## config.mk

```make
export PLATFORM = sky130hd
export DESIGN_NAME = instr_mem_loadable
export DESIGN_NICKNAME = d
export VERILOG_FILES = /design/src/rtl/instr_mem_loadable.sv
export SDC_FILE = /design/constraint.sdc
export NUM_CORES = 2
export LEC_CHECK = 0
export BUFFER_PORTS_ARGS = -buffer_cell sky130_fd_sc_hd__buf_2
export CAP_MARGIN = 20
export CELL_PAD_IN_SITES_DETAIL_PLACEMENT = 0
export CELL_PAD_IN_SITES_GLOBAL_PLACEMENT = 1
export CORE_AREA = 3 3 522 524
export CTS_BUF_LIST = sky130_fd_sc_hd__clkbuf_8 sky130_fd_sc_hd__clkbuf_16
export CTS_CLUSTER_DIAMETER = 40
export DETAILED_ROUTE_END_ITERATION = 8
export DIE_AREA = 0 0 525 527
export GPL_TIMING_DRIVEN = 0
export HOLD_SLACK_MARGIN = 0.15
export PLACE_DENSITY = 0.48
export RECOVER_POWER = 25
export SLEW_MARGIN = 20
export SYNTH_ARGS = -nofsm -noshare
export SYNTH_HDL_FRONTEND = slang
export SYNTH_SLANG_ARGS = --single-unit
```

## constraint.sdc

```tcl
create_clock -name clk -period 3.25 [get_ports clk]
set_clock_uncertainty 0.05 [all_clocks]
set_input_delay 0.65 -clock clk [delete_from_list [all_inputs] [get_ports clk]]
set_output_delay 0.65 -clock clk [all_outputs]
set_load 0.05 [all_outputs]
```

## src/rtl/instr_mem_loadable.sv

```systemverilog
// Purpose: run-time loadable instruction memory for the fetch stage; streams a program in, then serves PC fetches.
// Latency: one cycle from an accepted fetch to instr_valid; load words are written on the accepting edge.
// Backpressure: load_ready only in LOAD; fetch_ready drops on fetch_stall, which freezes the response registers.
// Optional: define IMEM_FETCH_CNT_EN to add the saturating fetch_count output.
module instr_mem_loadable #(
   parameter int                DATA_W   = 32,
   parameter int                ADDR_W   = 6,
   parameter int                PC_W     = 32,
   parameter logic [DATA_W-1:0] NOP_WORD = 32'h00000000
) (
   input  logic              clk,
   input  logic              rst,
   input  logic              load_valid,
   output logic              load_ready,
   input  logic [DATA_W-1:0] load_data,
   input  logic              load_last,
   input  logic              reload,
   input  logic              fetch_req,
   input  logic [PC_W-1:0]   fetch_addr,
   output logic              fetch_ready,
   input  logic              fetch_stall,
   output logic              instr_valid,
   output logic [DATA_W-1:0] instr,
   output logic              instr_fault,
`ifdef IMEM_FETCH_CNT_EN
   output logic [31:0]       fetch_count,
`endif
   output logic              mem_ready
);

   typedef enum logic {LOAD = 1'b0, RUN = 1'b1} state_t;

   state_t            state_q;
   state_t            state_d;
   logic [ADDR_W-1:0] load_ptr;
   logic              load_accept;
   logic              fetch_accept;
   logic              fault;
   logic [ADDR_W-1:0] rd_idx;

   // Storage is deliberately not reset so a program survives rst.
   logic [DATA_W-1:0] mem [0:(2**ADDR_W)-1];

   // Handshake qualifiers and fetch address decode.
   always_comb begin
      load_ready   = (state_q == LOAD);
      mem_ready    = (state_q == RUN);
      fetch_ready  = (state_q == RUN) && !fetch_stall;
      load_accept  = (state_q == LOAD) && load_valid;
      // reload wins over a fetch presented in the same cycle
      fetch_accept = fetch_req && fetch_ready && !reload;
      rd_idx       = fetch_addr[ADDR_W+1:2];
      // misaligned, or any byte-address bit above the array depth is set
      fault        = (fetch_addr[1:0] != 2'b00) || ((fetch_addr >> (ADDR_W + 2)) != '0);
   end

   // Next-state logic: leave LOAD on the last word or when the array is full.
   always_comb begin
      state_d = state_q;
      case (state_q)
         LOAD: if (load_accept && (load_last || (load_ptr == '1))) state_d = RUN;
         RUN:  if (reload) state_d = LOAD;
         default: state_d = LOAD;
      endcase
   end

   // State register.
   always_ff @(posedge clk or posedge rst) begin
      if (rst) state_q <= LOAD;
      else     state_q <= state_d;
   end

   // Load pointer: advances per accepted word (wrapping at full depth), restarts on reload.
   always_ff @(posedge clk or posedge rst) begin
      if (rst)                             load_ptr <= '0;
      else if (load_accept)                load_ptr <= load_ptr + 1'b1;
      else if (state_q == RUN && reload)   load_ptr <= '0;
   end

   // Array write port, only active while loading.
   always_ff @(posedge clk) begin
      if (load_accept) mem[load_ptr] <= load_data;
   end

   // Response registers: capture on accept, drop valid when idle, freeze on stall.
   always_ff @(posedge clk or posedge rst) begin
      if (rst) begin
         instr_valid <= 1'b0;
         instr       <= NOP_WORD;
         instr_fault <= 1'b0;
      end else if (state_q == RUN) begin
         if (reload) begin
            instr_valid <= 1'b0;
         end else if (!fetch_stall) begin
            instr_valid <= fetch_req;
            if (fetch_req) begin
               instr_fault <= fault;
               instr       <= fault ? NOP_WORD : mem[rd_idx];
            end
         end
      end
   end

`ifdef IMEM_FETCH_CNT_EN
   // Saturating count of accepted fetches; survives LOAD->RUN, cleared by reload.
   always_ff @(posedge clk or posedge rst) begin
      if (rst)                                   fetch_count <= '0;
      else if (state_q == RUN && reload)         fetch_count <= '0;
      else if (fetch_accept && fetch_count != '1) fetch_count <= fetch_count + 32'd1;
   end
`endif

endmodule

```

After elaboration in Yosys (flattened, before gate mapping):

Memories as Yosys holds them, arrays and structs flattened.
Cells that the tools add are included.

* input port bits: 71
* bits in writable memories: 2048
* register bits: 41
* logic and storage cells: 34
* memories: 1
* output and inout bits: 37

* mux-type cells: 10
* reduce and logical (&&, ||, !) cells: 12
* eq/ne operators: 2
* $add $sub $neg: 1
* bitwise operators: 3

Memory list
* mem: depth 64, bits a word 32, rd ports 1, clocked after memory_dff 0, write ports 1, line 42 `logic [DATA_W-1:0] mem [0:(2**ADDR_W)-1];`

Operators by type and width (count)
* 32-bit 2-to-1 mux: 1
* 32-bit nonzero test: 1
* 6-bit 2-to-1 mux: 2
* 6-bit by 1-bit adder with 6-bit output, second input constant: 1
* 6-bit equality test, second input constant: 1
* 1-bit 2-to-1 mux: 6
* 1-bit logical AND: 4
* 4-bit AND reduction: 1
* 2-bit nonzero test: 2
* 1-bit NOT: 3
* 1-bit logical OR: 2
* 2-bit inequality test, second input constant: 1
* 1-bit case mux with 2 select lines: 1
* 2-bit AND reduction: 1
* 1-bit zero test: 1

Logic depth before layout (Yosys ltp):

* depth after elaboration: 5
* mapped depth: 9
* mapped depth without buffers: 5

Worst setup path after synthesis:

Ideal clock, no wire load.

* kind: register -> register
* start point: register state_q, in the netlist mem_ready
* end point: memory mem[59][0], enable pin
* path slack: -0.258 ns
* library setup time: 0.421 ns
* data arrival time: 3.037 ns
* data required time: 2.779 ns
* cell stages (with the launch flop): 6
* cell sequence: dfrtp_1 inv_1 nand2_1 nor2_1 nand3_1 nor2_1

* cells in the longest elaborated chain, start to end: 4

RTL lines
* start: declaration: line 33 `state_t state_q;`
* start signal: assignment: line 70 `else state_q <= state_d;`
* 1-bit NOT
* net load_ready: line 14 `output logic load_ready,`
* 1-bit logical AND: line 49 `load_accept = (state_q == LOAD) && load_valid;`
* 1-bit 2-to-1 mux: line 82 `if (load_accept) mem[load_ptr] <= load_data;`
* 1-bit 2-to-1 mux (implied by the code): line 82
* end: declaration: line 42

The timed path passes the listed nets, and every way through them passes these cells.

Worst setup path after layout:

* start point: input fetch_addr[5]
* end point: register instr[17]

* cells in the longest elaborated chain, start to end: 2

RTL lines
* start: declaration: line 19 `input logic [PC_W-1:0] fetch_addr,`
* memory 64 x 32 bit
* 32-bit 2-to-1 mux: line 98 `instr <= fault ? NOP_WORD : mem[rd_idx];`
* end signal: assignment: line 98
* end: declaration: line 23 `output logic [DATA_W-1:0] instr,`

Every way passes these cells.
A chain may end at the register's enable or synchronous reset.

==> flow_summary.ini <==
[run_status]
outcome = finished with violations
violations = capacitance limit, slew limit, setup timing

[global_route]
antenna_found_initial = 37
grtUsageTotal_pct = 19.5
overflow = 0
grt_pass1_wl_um = 372000
grt_pass1_vias = 43200
grt_max_degree = 65

[floorplanning]
dieHeight_um = 527
rows = 190
die-width_um = 525
core_area_mm2 = 0.268
initial_core_util_pct = 30.0
ios = 108
die_area_mm2 = 0.277

[sta]
setup_viol = 5
fin_tns_setup_ns = -0.391
slew_headroom_pct = -118
setup_slack_ns = -0.168
hold_slack_ns = 0.210
fin_crit_ns = 3.42
drv_slew = 898
hold_viol_final = 0
min_period_over_period_pct = 105
max_freq_mhz = 293
rsz0062_at_grt = yes
worstMarginPinSlew_ns = 3.28

[power_and_ir_drop]
switching_share_pct = 22.8
pwr_density_cell_mw_per_mm2 = 684
ir_drop_mv = 0.652
internal_power_mw = 53.7
switchingPower_mw = 15.9
seqPwrFrac_pct = 43.0
combPwrFrac_pct = 5.3
p_leak_nw = 33.9
clkPwrFrac_pct = 51.7

[hold_path]
min_path_type = in -> reg

[layout]
nNetsFinal = 4719
layout_commonest_cell = edfxtp_1
fillers = 24300
final_cell_mix = edfxtp_1, mux2i_1, clkbuf_16
regArea_mm2 = 0.0625
syn_to_final_growth_pct = 26.7
multi_input_area_mm2 = 0.0172
drive_above_1_share_pct = 30.1

[synth]
synth_cell_types = 47
ys_ff_latch = 2089
synth_edf_count = 2048
synth_ff_type = edfxtp_1
synthArstFlopShare_pct = 1.96
synth_nets = 3993
synthCells = 3921
syn_avg_cell_area_um2 = 20.5
yosysWarningCount = 0
seq_area_frac_synth_pct = 77.9
syn_area_mm2 = 0.0803

[drt]
wirelength_um = 275000
firstDrtPassIters = 5
ant_nets = 0
vias_per_cell = 5.08
via_count = 43100
route.detailed.drc = 0
drtIter0Drc = 4543
wire_per_inst_um = 32.4

[clocking]
ctsHtreeMaxLevel = 5
clock_sinks = 2089
clock_latency_ns = 0.96
cts_tree = done
cts_root_buffer = clkbuf_16
cts_max_path_buffers = 4
cts.clk_slew.worst_paths_ns = 0.05
cts_buffers = 350

[critical_path]
slowest_delay_ns = 0.75
cp.required_ns = 3.98
crit_end = instr[17]$_DFFE_PP0P_
critPathKind = in -> reg
reg2reg_from = mem_ready$_DFF_PP0_
crit_top_cell = buf_2
cp_max_fo = 10
cp.depth = 8
crit_slowest_cell = o22ai_1
reg2reg_to = mem[44][21]$_DFFE_PP_
crit_arrival_ns = 4.15
reg2reg_slack_ns = 0.11
startpoint = fetch_addr[5]
start_kind = input pin
cp_top_family = buffers and inverters
endpoint_kind = register
reg2regPathDepth = 6
critPathBufInv = 4
crit_chain = buf_2, buf_2, buf_2, buf_2, mux2i_1, nor2_1, o22ai_1, o41ai_1

[placed_design]
gp_congestion = 0.804
place_hpwl_um = 191000
io_buffers = 103

[run]
cap_violations = 26
-- worst min-delay path by stage --
stage / endpoint / depth (start not counted) / slack, ns / start
after floorplan: load_ptr[2]$_DFFE_PP0P_ / 1 / 0.44 / load_ptr[2]$_DFFE_PP0P_
after global placement: instr_valid$_DFFE_PP0P_ / 1 / 0.47 / instr_valid$_DFFE_PP0P_
after detailed placement: instr_valid$_DFFE_PP0P_ / 1 / 0.45 / instr_valid$_DFFE_PP0P_
after CTS: instr[7]$_DFFE_PP0P_ / 6 / 0.15 / fetch_addr[19]
after global routing: instr[7]$_DFFE_PP0P_ / 6 / 0.22 / fetch_addr[19]
final: instr[7]$_DFFE_PP0P_ / 6 / 0.21 / fetch_addr[19]
-- sequential cells by signal, summed over array words and instances (netlist names) --
| register | flops |
|---|---|
| mem | 2048 |
| instr | 32 |
| load_ptr | 6 |
| instr_fault | 1 |
| instr_valid | 1 |
| mem_ready | 1 |
-- per-stage QoR --
step	setup slack (ns)	utilization [%]	power (mW)	instance area, µm²	instances
3_5_place_dp	-1.59	33.1	34.1	88800	7711
3_3_place_gp	-3.09	31.8	33.8	85300	7576
6_report	-0.168	38.0	69.6	102000	8478
5_1_grt	-0.0322	38.0	71.6	102000	8471
2_1_floorplan	-0.258	-	32.0	80300	3921
4_1_cts	-0.0265	37.9	70.3	101000	8429
-- synth_stat cells (2+ instances only) --
cell	count	area, µm²
mux2_2	63	709
buf_1	9	33.8
a31oi_1	33	206
nor4_1	6	37.5
edfxtp_1	2048	61500
mux2i_1	408	4080
o21ai_0	8	40.0
nor3b_1	2	15.0
nand3_1	8	40.0
o41ai_1	31	272
a211o_1	124	1090
or3_1	2	12.5
nand3b_1	8	60.1
nand2_1	51	191
nor2b_1	38	238
buf_2	108	541
nor2_1	137	514
or2_2	4	25.0
inv_1	35	131
nand4_1	2	12.5
a221o_1	31	310
a2111oi_0	32	280
buf_6	5	56.3
o22ai_1	186	1160
or3b_1	2	17.5
and2_1	3	18.8
mux4_2	294	6620
nand2b_1	6	37.5
o211ai_1	2	15.0
clkbuf_1	87	327
dfrtp_1	41	1030
a21oi_1	65	325
buf_4	28	210
-- worst register-to-register path: cells and delay by family (launching register included) --
| kind | cells | cell delay [ns] |
|---|---|---|
| buf+inv | 2 | 0.48 |
| flops | 1 | 0.51 |
| simple gates | 4 | 1.79 |
-- repair_timing --
item,4_1_cts,5_1_grt
endpoints found under the hold margin,567,0
setup buffers,54,40
hold buffers,42,0
setup endpoints to repair,636,281
pin swaps,24,14
resized for setup,37,17
-- final cells by class --
type                       count  share of cell area (%)
buffer                       237                    1.17
antenna                        9                  0.0221
multi-input combinational   1560                    16.9
clock inverter               262                    2.46
sequential                  2089                    61.5
tap                         3552                    4.37
clock buffer                 360                    8.80
timing repair buffer         374                    4.67
inverter                      35                   0.129
-- metal layers --
| layer | up-vias | GRT usage [%] | share of wire, % |
|---|---|---|---|
| met1 | 23300 | 27.4 | 44 |
| met4 | 0 | 5.94 | 3.1 |
| met5 | - | 0 | 0 |
| met2 | 1402 | 31.1 | 47 |
| li1 | 17900 | - | - |
| met3 | 410 | 3.19 | 5.7 |
-- power by group through the flow --
stage,clock network (mW),logic [mW],registers [mW]
2_1_floorplan,0,1.53,30.5
3_3_place_gp,0,3.34,30.5
3_5_place_dp,0,3.59,30.5
4_1_cts,36.6,3.71,29.9
5_1_grt,37.8,3.84,30.0
6_report,36.0,3.66,30.0
-- cell families after synthesis --
family,share of synthesized area (%)
flops,77.9
compound gates,4.67
fa+ha+maj,0.0156
buf+inv,1.62
simple gates,1.59
mux,14.2
Note: power is estimated with default switching activity, not from simulation.
